==> src/rtl/rtc_pkg.sv <==
// Shared definitions for the RTC controller datapath: FSM state encoding,
// default data width and the index-width helper.
package rtc_pkg;

  localparam logic ST_IDLE = 1'b0;
  localparam logic ST_OWN  = 1'b1;

  localparam int W_DEF = 8;

  typedef enum logic {
    S_IDLE = ST_IDLE,
    S_OWN  = ST_OWN
  } state_e;

  // Ceil log2, but never below one bit so single-select indices stay legal.
  function automatic int clog2_min1(input int n);
    return (n <= 2) ? 1 : $clog2(n);
  endfunction

endpackage

==> src/rtl/prio_enc_nz.sv <==
// Combinational priority encoder: returns the lowest channel whose data is
// nonzero, plus a flag telling whether any channel was nonzero at all.
module prio_enc_nz
  import rtc_pkg::*;
#(
  parameter int NCH   = 4,
  parameter int W     = W_DEF,
  parameter int IDX_W = clog2_min1(NCH)
) (
  input  logic [NCH*W-1:0] ch_data,
  output logic [IDX_W-1:0] idx,
  output logic             found
);

  // Scanning from the top down lets the lowest nonzero channel overwrite last.
  always_comb begin
    idx   = '0;
    found = 1'b0;
    for (int i = NCH - 1; i >= 0; i--) begin
      if (ch_data[i*W +: W] != '0) begin
        idx   = IDX_W'(i);
        found = 1'b1;
      end
    end
  end

endmodule

==> src/rtl/rtc_prio_data_mux.sv <==
// Registered N-channel priority data selector with an ownership lock window,
// optional hold of the last value and ownership/change status outputs.
module rtc_prio_data_mux
  import rtc_pkg::*;
#(
  parameter int NCH      = 4,
  parameter int W        = W_DEF,
  parameter int LOCK_CYC = 4,
  parameter int HOLD     = 1,
  parameter int IDX_W    = clog2_min1(NCH)
) (
  input  logic             clk,
  input  logic             reset,
  input  logic             en,
  input  logic [NCH*W-1:0] ch_data,
  output logic [W-1:0]     y,
  output logic [IDX_W-1:0] sel_idx,
  output logic             y_valid,
  output logic             sel_change
);

  localparam int CNT_W = clog2_min1(LOCK_CYC + 1);

  state_e             state_q, state_d;
  logic [W-1:0]       y_q, y_d;
  logic [IDX_W-1:0]   sel_idx_q, sel_idx_d;
  logic               y_valid_q, y_valid_d;
  logic               sel_change_q, sel_change_d;
  logic [CNT_W-1:0]   cnt_q, cnt_d;

  logic [IDX_W-1:0]   cand_idx;
  logic               cand_found;
  logic [W-1:0]       cand_data;
  logic [W-1:0]       own_data;
  logic               expired;

  prio_enc_nz #(
    .NCH   (NCH),
    .W     (W),
    .IDX_W (IDX_W)
  ) u_enc (
    .ch_data (ch_data),
    .idx     (cand_idx),
    .found   (cand_found)
  );

  always_comb begin
    cand_data = '0;
    own_data  = '0;
    for (int i = 0; i < NCH; i++) begin
      if (cand_idx == IDX_W'(i))  cand_data = ch_data[i*W +: W];
      if (sel_idx_q == IDX_W'(i)) own_data  = ch_data[i*W +: W];
    end
  end

  assign expired = (LOCK_CYC == 0) || (cnt_q == CNT_W'(LOCK_CYC));

  always_comb begin
    state_d      = state_q;
    y_d          = y_q;
    sel_idx_d    = sel_idx_q;
    y_valid_d    = y_valid_q;
    sel_change_d = 1'b0;
    cnt_d        = cnt_q;
    if (en) begin
      case (state_q)
        S_IDLE: begin
          if (cand_found) begin
            state_d      = S_OWN;
            y_d          = cand_data;
            sel_idx_d    = cand_idx;
            y_valid_d    = 1'b1;
            sel_change_d = 1'b1;
            cnt_d        = '0;
          end else if (HOLD == 0) begin
            y_d       = '0;
            y_valid_d = 1'b0;
          end
        end
        default: begin
          if (!expired) begin
            // Inside the lock: keep the owner, hold its last nonzero byte.
            if (own_data != '0) y_d = own_data;
            cnt_d = cnt_q + CNT_W'(1);
          end else if (cand_found && (cand_idx == sel_idx_q)) begin
            y_d = own_data;
          end else if (cand_found) begin
            y_d          = cand_data;
            sel_idx_d    = cand_idx;
            sel_change_d = 1'b1;
            cnt_d        = '0;
          end else begin
            state_d = S_IDLE;
            if (HOLD == 0) begin
              y_d       = '0;
              y_valid_d = 1'b0;
            end
          end
        end
      endcase
    end
  end

  always_ff @(posedge clk or posedge reset) begin
    if (reset) begin
      state_q      <= S_IDLE;
      y_q          <= '0;
      sel_idx_q    <= '0;
      y_valid_q    <= 1'b0;
      sel_change_q <= 1'b0;
      cnt_q        <= '0;
    end else begin
      state_q      <= state_d;
      y_q          <= y_d;
      sel_idx_q    <= sel_idx_d;
      y_valid_q    <= y_valid_d;
      sel_change_q <= sel_change_d;
      cnt_q        <= cnt_d;
    end
  end

  assign y          = y_q;
  assign sel_idx    = sel_idx_q;
  assign y_valid    = y_valid_q;
  assign sel_change = sel_change_q;

endmodule
==> config.mk <==
export PLATFORM = sky130hd
export DESIGN_NAME = rtc_prio_data_mux
export DESIGN_NICKNAME = d
export VERILOG_FILES = /design/src/rtl/rtc_pkg.sv /design/src/rtl/prio_enc_nz.sv /design/src/rtl/rtc_prio_data_mux.sv
export SDC_FILE = /design/constraint.sdc
export NUM_CORES = 1
export LEC_CHECK = 0
export ABC_AREA = 1
export CAP_MARGIN = 10
export CELL_PAD_IN_SITES_DETAIL_PLACEMENT = 2
export CELL_PAD_IN_SITES_GLOBAL_PLACEMENT = 2
export CORE_ASPECT_RATIO = 0.7
export CORE_MARGIN = 2
export CORE_UTILIZATION = 25
export DETAILED_ROUTE_END_ITERATION = 12
export GPL_TIMING_DRIVEN = 0
export PLACE_DENSITY = 0.87
export SETUP_SLACK_MARGIN = 0.4
export SYNTH_ARGS = -nofsm -noshare
export SYNTH_HDL_FRONTEND = slang
export SYNTH_SLANG_ARGS = --single-unit
==> constraint.sdc <==
create_clock -name clk -period 2.2 [get_ports clk]
set_input_delay 0.66 -clock clk [delete_from_list [all_inputs] [get_ports clk]]
set_output_delay 0.66 -clock clk [all_outputs]
set_load 0.02 [all_outputs]
==> results.json <==
{
  "outcome": "complete, but fails checks",
  "violations": "negative setup slack",
  "fin_nets": 447,
  "wl_per_cell_um": 28.7,
  "fmax_mhz": 444,
  "synthArstFlopShare_pct": 100,
  "final_area_um2": 3340,
  "fin_cells": 503,
  "powerDensity_nw_per_um2": 458,
  "maxCapViolCount": 0,
  "cts_buffer_depth": 2,
  "die_y_um": 74.5,
  "io_pins": 47,
  "grt_max_degree": 17,
  "p_int_uw": 824,
  "wl_um": 14400,
  "yosys_warnings": 0,
  "post-dp-hpwl_um": 6120,
  "synth_commonest_cells": "nand2_1, nor2_1, inv_1",
  "whs_endpoint": "y_valid",
  "clkTransAtPathRegs_ns": 0.10,
  "die_w_um": 105,
  "fin_crit_sh_pct": 102,
  "numPortBuffers": 46,
  "tritoncts": "built",
  "drtIter0Drc": 159,
  "grt_use_total_pct": 31.2,
  "placed_cell_area_um2": 2390,
  "start_util_pct": 26.0,
  "antenna_found_initial": 0,
  "fin_skew_ns": 0.0253,
  "gpl.final_weighted_congestion": 0.822,
  "fp-row-count": 25,
  "worst_pin_slew_ns": 0.796,
  "synth_area_leader_cell": "dfrtp_1",
  "synthMostInstantiatedCell": "nand2_1",
  "syn_area_um2": 1780,
  "crit_fanout": 8,
  "areaGrowthSynthToFinish_pct": 88.3,
  "holdWs_ns": 0.479,
  "ff_latch_area_um2": 402,
  "ctsHoldBuffers": 0,
  "endpoint_kind": "register",
  "grt_pass1_vias": 3033,
  "h-tree-depth": 1,
  "drive_above_1_share_pct": 56.0,
  "route.detailed.drc": 0,
  "critPathKind": "primary input to register",
  "rsz0062_at_grt": "yes",
  "setup_viol": 3,
  "clkPwrFrac_pct": 20.4,
  "synth_cells": 297,
  "leakagePower_nw": 1.69,
  "setup_slack_ns": -0.0542,
  "synth_edf_count": 0,
  "grt_pass1_wl_um": 18100,
  "synth.ff_latch_count": 16,
  "ys_seq_area_share_pct": 22.6,
  "core_area_um2": 6820,
  "p_sw_share_pct": 46.2,
  "utilization_pct": 49.0,
  "regToRegSetupSlack_ns": 0.06,
  "combPwrFrac_pct": 53.2,
  "dieArea_um2": 7800,
  "r2r-end": "y[3]",
  "hold_viol_final": 0,
  "fillers": 769,
  "start_kind": "primary input",
  "maxSlewViolCount": 0,
  "seqPwrFrac_pct": 26.4,
  "vias_per_cell": 5.69,
  "arrival_ns": 2.45,
  "p_switching_uw": 707,
  "synth_area_leaders": "dfrtp_1, nand2_1, nor2_1, inv_1, nand4_1",
  "holdPathStages": 1,
  "cp.required_ns": 2.40,
  "ff2ff_path_depth": 13,
  "root_buffer": "clkbuf_8",
  "clkLatencyLatePin_ns": 0.29,
  "max_slew_margin_pct": 46.9,
  "synth_cell_type_count": 29,
  "r2r_start": "sel_idx[1]",
  "vias": 2862,
  "hp-start": "y_valid",
  "grt_overflow": 0,
  "antennaDiodeCount": 0,
  "final_antenna_net_count": 0,
  "netlist.area_leader.share_pct": 22.6,
  "multi_input_area_um2": 1570,
  "syn-num-nets": 334,
  "peakVddDrop_mv": 0.441,
  "tns_ns": -0.109,
  "cts.sinks": 16,
  "ys.flop_type": "dfrtp_1",
  "cts_buffers": 3,
  "period_needed_ns": 2.25,
  "first_pass_iters": 5,
  "min_path_type": "register to register",
  "placed_cells": 437,
  "syn_area_per_cell_um2": 5.98
}
cell usage in the layout (no fill, tap or decap), types with 5 or more instances in the layout:
| master | instances |
|---|---|
| nand2_2 | 32 |
| o21ai_1 | 5 |
| buf_6 | 25 |
| nor2_4 | 19 |
| dlygate4sd2_1 | 11 |
| nor2_1 | 14 |
| nand2_1 | 54 |
| o21ai_0 | 6 |
| inv_2 | 19 |
| o211ai_1 | 9 |
| buf_4 | 55 |
| buf_8 | 5 |
| nand4_1 | 14 |
| nor2_2 | 15 |
| nand2_4 | 13 |
| nand3_1 | 11 |
| o21ai_2 | 5 |
| inv_1 | 19 |
| dfrtp_1 | 15 |
| buf_2 | 14 |
how the worst max path moves through the flow:
stage / startpoint / to / slack (ns) / cells after the start
finish: ch_data[7] / y[3] / -0.05 / 14
global route: ch_data[5] / y[3] / -0.1 / 14
CTS: ch_data[21] / y[2] / 0.25 / 14
detailed placement: ch_data[26] / y[5] / -0.58 / 14
global placement: ch_data[16] / y[0] / -0.52 / 13
floorplan: ch_data[16] / y[0] / 0.26 / 13
through the flow:
step | power (mW) | worst slack (ns)
floorplan | 0.713 | 0.257
global placement | 0.912 | -0.522
detailed placement | 0.944 | -0.577
CTS | 1.34 | 0.254
global route | 1.58 | -0.0950
finish | 1.53 | -0.0542
area by class of cell:
cell class | instances | share of cell area (%)
Clock buffer | 4 | 1.65
Sequential cell | 16 | 12.0
Multi-Input combinational cell | 231 | 47.1
Timing Repair Buffer | 108 | 28.0
Buffer | 9 | 2.81
Tap cell | 94 | 3.52
Inverter | 41 | 4.90
sequential cells by signal (all words and copies together) (netlist names):
signal and count:
y 8, cnt_q 3, sel_idx 2, y_valid 1, state_q 1, sel_change 1
routing by layer:
metal  vias to the layer above  global-route usage, %  routed length [um]
met5                         -                      0                   0
met3                        72                   5.61                 966
li1                       1183                      -                   -
met1                      1411                   37.0                5800
met4                         0                   10.8                 845
met2                       196                   58.0                6810
kinds of logic (layout without fill, tap and decap cells):
| kind of cell | after synthesis | count (layout) | share of synthesized area [%] |
|---|---|---|---|
| XOR/XNOR | 1 | 1 | 0.493 |
| AO/OA/AOI/OAI | 46 | 46 | 16.6 |
| AND/OR/NAND/NOR | 182 | 182 | 46.4 |
| buffers and inverters | 50 | 162 | 12.6 |
| flip-flops | 16 | 16 | 22.6 |
| adder cells (fa/ha/maj) | 2 | 2 | 1.41 |
critical path: stages:
cell	delay (ns)
buf_6	0.07
inv_2	0.04
buf_4	0.13
buf_4	0.12
buf_4	0.13
o21ai_0	0.30
inv_1	0.13
nand3_1	0.15
nor2_2	0.07
nand3_4	0.11
nand2_4	0.09
inv_6	0.12
nand2_1	0.09
o21bai_2	0.23
power by group through the flow:
stage	clock network (mW)	logic [mW]	registers [mW]
after floorplan	0	0.288	0.424
after global placement	0	0.515	0.397
after detailed placement	0	0.541	0.402
after CTS	0.294	0.650	0.395
after global routing	0.323	0.847	0.410
final	0.313	0.814	0.404
repair_timing:
action / CTS / global route
gates cloned: 1 / 0
buffers inserted: 50 / 11
gates resized for setup: 269 / 62
pin swaps: 58 / 41
endpoints found under the setup margin: 28 / 17
Note: power is estimated with default switching activity, not from simulation.
